File: src/rtl/fpu_seq_ctrl.sv
// fpu_seq_ctrl: sequencer/scoreboard for the shared multi-cycle FPU (IDLE/RUN/DONE) with stall generation.
// Optional square root is enabled by defining FPU_SQRT_EN.
module fpu_seq_ctrl #(
  parameter int LAT_ADD  = 3,
  parameter int LAT_MUL  = 4,
  parameter int LAT_DIV  = 16,
  parameter int LAT_SQRT = 20
) (
  input  logic       clk,
  input  logic       rst,
  input  logic       issue_valid,
  input  logic [2:0] issue_op,
  input  logic [4:0] issue_rd,
  input  logic       flush,
  input  logic       fp_src_D,
  input  logic [4:0] rs1_D,
  input  logic [4:0] rs2_D,
  input  logic       wb_grant,
  output logic       fpu_start,
  output logic [2:0] fpu_op,
  output logic       result_valid,
  output logic [4:0] wb_rd,
  output logic       busy,
  output logic       StallFP,
  output logic       illegal_op
);
  localparam logic [1:0] S_IDLE = 2'd0, S_RUN = 2'd1, S_DONE = 2'd2;
  logic [1:0] r_state;
  logic [4:0] r_cnt, r_pend_rd;
  logic [2:0] r_op;
  logic       r_start, r_illegal;
  logic       w_legal, w_issue, w_avail, w_accept, w_pending;
  logic [4:0] w_load;
`ifdef FPU_SQRT_EN
  assign w_legal = issue_op <= 3'd4;
`else
  assign w_legal = issue_op <= 3'd3;
`endif
  always_comb begin
    w_load = issue_op == 3'd2 ? 5'(LAT_MUL - 1) :
             issue_op == 3'd3 ? 5'(LAT_DIV - 1) :
             issue_op == 3'd4 ? 5'(LAT_SQRT - 1) : 5'(LAT_ADD - 1);
  end
  assign w_issue   = issue_valid & ~flush;
  // Unit can take a new op when idle, or when the held result leaves this cycle.
  assign w_avail   = (r_state == S_IDLE) | ((r_state == S_DONE) & wb_grant);
  assign w_accept  = w_issue & w_legal & w_avail;
  assign w_pending = r_state != S_IDLE;
  always_ff @(posedge clk) begin
    if (!rst) begin
      r_state   <= S_IDLE;
      r_cnt     <= 5'd0;
      r_pend_rd <= 5'd0;
      r_op      <= 3'd0;
      r_start   <= 1'b0;
      r_illegal <= 1'b0;
    end else begin
      r_start   <= w_accept;
      r_illegal <= w_issue & ~w_legal;
      if (w_accept) begin
        r_state   <= S_RUN;
        r_op      <= issue_op;
        r_pend_rd <= issue_rd;
        r_cnt     <= w_load;
      end else if (r_state == S_RUN) begin
        if (r_cnt == 5'd0) r_state <= S_DONE;
        else r_cnt <= r_cnt - 5'd1;
      end else if (r_state == S_DONE && wb_grant) begin
        r_state <= S_IDLE;
      end
    end
  end
  assign fpu_start    = r_start;
  assign fpu_op       = r_op;
  assign result_valid = r_state == S_DONE;
  assign wb_rd        = r_pend_rd;
  assign busy         = w_pending;
  assign illegal_op   = r_illegal;
  assign StallFP      = (w_issue & ~w_avail) |
                        (fp_src_D & w_pending & (rs1_D == r_pend_rd | rs2_D == r_pend_rd));
endmodule

File: config.mk
export PLATFORM = sky130hd
export DESIGN_NAME = fpu_seq_ctrl
export DESIGN_NICKNAME = d
export VERILOG_FILES = /design/src/rtl/fpu_seq_ctrl.sv
export SDC_FILE = /design/constraint.sdc
export NUM_CORES = 1
export LEC_CHECK = 0
export CAP_MARGIN = 10
export CELL_PAD_IN_SITES_DETAIL_PLACEMENT = 0
export CELL_PAD_IN_SITES_GLOBAL_PLACEMENT = 2
export CORE_ASPECT_RATIO = 1.2
export CORE_MARGIN = 2
export CORE_UTILIZATION = 23
export CTS_CLUSTER_SIZE = 20
export DETAILED_ROUTE_END_ITERATION = 8
export PLACE_DENSITY_LB_ADDON = 0.1
export SKIP_CTS_REPAIR_TIMING = 1
export SKIP_LAST_GASP = 1
export SLEW_MARGIN = 20
export SYNTH_ARGS = -nofsm -noshare
export SYNTH_HDL_FRONTEND = slang
export SYNTH_SLANG_ARGS = --single-unit
export TNS_END_PERCENT = 30
File: constraint.sdc
create_clock -name clk -period 2.15 [get_ports clk]
set_input_delay 0.645 -clock clk [delete_from_list [all_inputs] [get_ports clk]]
set_output_delay 0.645 -clock clk [all_outputs]
set_load 0.05 [all_outputs]
### Word level (Yosys, flattened, before mapping)

Index checks and enable logic that the tools add are counted.

| word-level totals | value |
|---|---|
| register bits after elaboration | 17 |
| input port bits | 24 |
| output and inout bits | 13 |

| cells by class | value |
|---|---|
| $add $sub $neg | 1 |
| magnitude comparators | 1 |
| eq/ne operators | 10 |
| multiplexer cells | 10 |
| bitwise operators | 15 |
| reductions and logical operators | 11 |

Operators with widths:

| operator | number |
|---|---|
| $mux 5 | 6 |
| $eq 5x5->1 | 2 |
| $and 1x1->1 | 8 |
| $eq 3x2->1 const B | 2 |
| $mux 2 | 3 |
| $reduce_and 2->1 | 3 |
| $reduce_bool 2->1 | 3 |
| $logic_not 5->1 | 1 |
| $sub 5x1->5 const B | 1 |
| $not 1->1 | 4 |
| $eq 3x3->1 const B | 1 |
| $le 3x2->1 const B | 1 |
| $ne 3x2->1 const B | 1 |
| $or 1x1->1 | 3 |
| $reduce_bool 3->1 | 1 |
| $eq 2x1->1 const B | 1 |
| $eq 2x2->1 const B | 1 |
| $logic_not 2->1 | 1 |
| $ne 2x1->1 const B | 1 |
| $ne 2x2->1 const B | 1 |
| $reduce_or 2->1 | 1 |
| $logic_and 1x1->1 | 1 |
| $mux 1 | 1 |

### Depth between registers and ports, before layout

Gate-level depths: netlist of run 1.

| logic depth | value |
|---|---|
| depth after elaboration | 6 |
| gate-level depth with buffers | 6 |
| depth with buffers taken out | 6 |

### Worst setup path before layout of run 1

Ideal clock, no wire load.

| timing | value |
|---|---|
| kind | register to output |
| from | register r_pend_rd[2] (netlist: wb_rd[2]) |
| to | output port StallFP |
| data arrival time | 1.564 ns |
| setup slack | -0.059 ns |
| stages on the path, launching flop included | 5 |
| path buffers | 0 |
| path through | dfxtp_1 > xor2_1 > nor4_1 > nand3_1 > nand3_1 |

| on the way | value |
|---|---|
| cells in the longest elaborated chain, start to end | 4 |

Ends and longest elaborated chain:

| what | line | source |
|---|---|---|
| start, declared | 29 | `logic [4:0] r_cnt, r_pend_rd;` |
| start signal, assigned | 63 | `r_pend_rd <= issue_rd;` |
| $eq 5x5->1 | 80 | `(fp_src_D & w_pending & (rs1_D == r_pend_rd \| rs2_D == r_pend_rd));` |
| $or 1x1->1 * | 80 |  |
| $and 1x1->1 * | 80 |  |
| $or 1x1->1 * | 79 | `assign StallFP = (w_issue & ~w_avail) \|` |
| end, declared | 24 | `output logic StallFP,` |

Mark *: on every way between the ends. The rest lies on a longest branch, timed or not.

### Worst setup path after layout of run 1

| timing | value |
|---|---|
| from | input port rs1_D[2] |
| to | output port StallFP |

| on the way | value |
|---|---|
| cells in the longest elaborated chain, start to end | 4 |

Ends and longest elaborated chain:

| what | line | source |
|---|---|---|
| start, declared | 16 | `input logic [4:0] rs1_D,` |
| $eq 5x5->1 | 80 |  |
| $or 1x1->1 | 80 |  |
| $and 1x1->1 | 80 |  |
| $or 1x1->1 | 79 |  |

No other way between the ends.

==> flow_summary.toml, run 1 <==
[outcome]
status = "finished, violations left"
violations = "setup timing"

[pwr]
leakage_nw = 0.634
power_mw = 0.755
share_comb_of_total_power_pct = 23.6
powerDensity_nw_per_um2 = 536
peakVddDrop_v = 0.000233
p_sw_share_pct = 27.1
internal_power_mw = 0.550
switchingPower_mw = 0.204
p_clk_share_pct = 31.5
p_seq_share_pct = 45.0

[clock_tree]
cts_root_buf = "clkbuf_8"
clk_path_buf_depth = 2
clkSinkCount = 17
cts_tree = "done"
htree_num_levels = 1
cts_buffers = 3
clock_latency_ps = 250
clk_pin_slew_worst_paths_ps = 70

[synthesis]
synth_edf_count = 0
syn_area_um2 = 852
synth_cell_types = 35
avgSynthCellArea_um2 = 9.06
syn_nets = 119
synth_cells = 94
yosysSeqAreaShare_pct = 39.9
yosys_most_used_dff = "dfxtp_1"
yosysWarnings = 0
synth_area_leaders = "dfxtp_1 40%, a21boi_0 6.2%, nand2_1 6.2%"
ys_async_sr_fraction_pct = 0
yosysMostFrequentCell = "dfxtp_1"
yosys_register_bits = 17
synth_top_area_share_pct = 39.9
synth_common_cells = "17 x dfxtp_1, 14 x nand2_1, 7 x a21boi_0"
synth_largest_area_cell = "dfxtp_1"

[drt]
first_pass_iters = 4
vias = 828
vias_per_cell = 4.65
drtAntennaViolNets = 0
drt_iter0_markers = 25
wl_per_cell_um = 13.4
route.detailed.drc = 0
wl_um = 2380

[global_route]
grt_pass1_wl_um = 3690
grt_start_max_net_pins = 16
grt_usage_pct = 11.8
antenna_found_initial = 0
grt_overflow = 0
grt_pass1_vias = 823

[sta]
rsz0062_at_grt = "true"
final-setup-viol-count = 1
min_period_ps = 2200
postLayoutSetupSlackWorst_ps = -49.2
final_hold_viol_count = 0
slew-limit-headroom_pct = 62.3
finClkSkew_ps = 6.95
tightestPinTransition_ps = 558
timing.final.crit_share_pct = 102
max_freq_mhz = 455
holdWs_ps = 473
maxSlewViolCount = 0

[setup_path]
required_ps = 1500
ff2ff_path_depth = 6
crit_fanout = 1
worst_setup_path_start_kind = "input pin"
critical_path_class = "in -> out"
cp.arrival_ps = 1550
cp-end-kind = "primary output"

[die]
die_w_um = 59.6
num_rows = 24
design.core.area_um2 = 3600
die_h_um = 70.7
dieArea_um2 = 4210
ios = 37
start_util_pct = 23.6

[finish]
nets = 165
n_fill_cell = 394
final_core_util_pct = 39.1
area_growth_pct = 65.3
layout-drive-gt1-share_pct = 26.6
antenna-diode-count = 0

[placed_design]
preCtsSetupSlack_ps = -419
portBuffers = 36
gp_congestion = 0.689
dp_hpwl_um = 1790

[hold_path]
holdPathStages = 2
holdCritPathClass = "reg -> reg"

[run]
maxCapViolCount = 0
==> power by group through the flow <==
stage          Combinational (mW)  Sequential (mW)  Clock (mW)
3_3_place_gp                0.177            0.345           0
5_1_grt                     0.194            0.341       0.262
2_1_floorplan              0.0739            0.364           0
6_report                    0.178            0.339       0.237
3_5_place_dp                0.178            0.346           0
4_1_cts                     0.178            0.339       0.250
==> per-layer routing <==
layer	track usage (%)	wire length, µm	up-vias
met5	0	0	-
met3	2.19	101	2
met4	4.44	19	0
met1	14.7	1060	387
met2	19.9	1200	21
li1	-	-	418
==> state kept, by name (all words and copies together), names as in the netlist <==
signal and flops:
r_cnt 5, r_state 2, illegal_op 1, fpu_start 1
wb_rd 5, fpu_op 3
==> cell type report <==
cell class                      count  area [µm²]  area share, %
Timing Repair Buffer               44         442           31.3
Inverter                            3        11.3          0.799
Sequential cell                    17         342           24.2
Clock buffer                        4        45.0           3.20
Tap cell                           39        48.8           3.46
Multi-Input combinational cell     71         520           36.9
==> metrics by stage <==
step,area (µm²),cells,setup TNS [ps]
after floorplan,858,94,0
after global placement,1310,174,-2300
after detailed placement,1310,174,-2350
after CTS,1350,178,-427
after global routing,1410,178,-112
final,1410,178,-49.2
==> cells in the final DEF, fill, tap and decap left out, types with 2 or more instances in the layout <==
| cell | count |
|---|---|
| a211oi_1 | 2 |
| nor2b_4 | 2 |
| o21ai_2 | 2 |
| nor2_1 | 2 |
| nand3_1 | 2 |
| nor4_2 | 3 |
| inv_1 | 3 |
| dlymetal6s2s_1 | 10 |
| clkbuf_8 | 3 |
| and3_1 | 2 |
| nand2_1 | 14 |
| o21ai_0 | 2 |
| buf_12 | 2 |
| xnor2_1 | 5 |
| clkdlybuf4s50_1 | 14 |
| and2_1 | 2 |
| dfxtp_1 | 16 |
| xor2_1 | 5 |
| o21a_1 | 2 |
| a21boi_0 | 7 |
| buf_4 | 16 |
==> worst max-delay path: stages <==
cell	delay, ps
dlymetal6s2s_1	130
xor2_1	150
nor4_2	260
nand3_1	120
nand3_2	110
buf_12	140
==> cell families (layout without fill, tap and decap cells) <==
| group | after synthesis | count (layout) | synth area share [%] |
|---|---|---|---|
| flops | 17 | 17 | 39.9 |
| fa+ha+maj | 1 | 1 | 1.47 |
| simple gates | 38 | 38 | 26.0 |
| xor+xnor | 11 | 11 | 11.3 |
| mux | 1 | 1 | 1.17 |
| compound gates | 20 | 20 | 16.4 |
| buf+inv | 6 | 51 | 3.67 |
==> path summary, 6_finish.rpt <==
path	start	to	slack [ps]
worst max register to register	r_state[1]$_SDFFE_PP0P_	r_cnt[2]$_SDFFE_PN0P_	410
worst min register to register	fpu_op[1]$_SDFFE_PN0P_	fpu_op[1]$_SDFFE_PN0P_	470
worst max-delay path	rs1_D[2]	StallFP	-50
worst min-delay path	fpu_op[1]$_SDFFE_PN0P_	fpu_op[1]$_SDFFE_PN0P_	470
No activity file was read; power rests on OpenSTA's default activity.
==> inputs of run 2 (changes only) <==
--- a/config.mk
+++ b/config.mk
@@ -16,7 +16,6 @@
 export PLACE_DENSITY_LB_ADDON = 0.1
 export SKIP_CTS_REPAIR_TIMING = 1
 export SKIP_LAST_GASP = 1
-export SLEW_MARGIN = 20
 export SYNTH_ARGS = -nofsm -noshare
 export SYNTH_HDL_FRONTEND = slang
 export SYNTH_SLANG_ARGS = --single-unit
==> results of run 2 <==
Same layout as run 1: the final DEF is identical, and so are final timing and power.
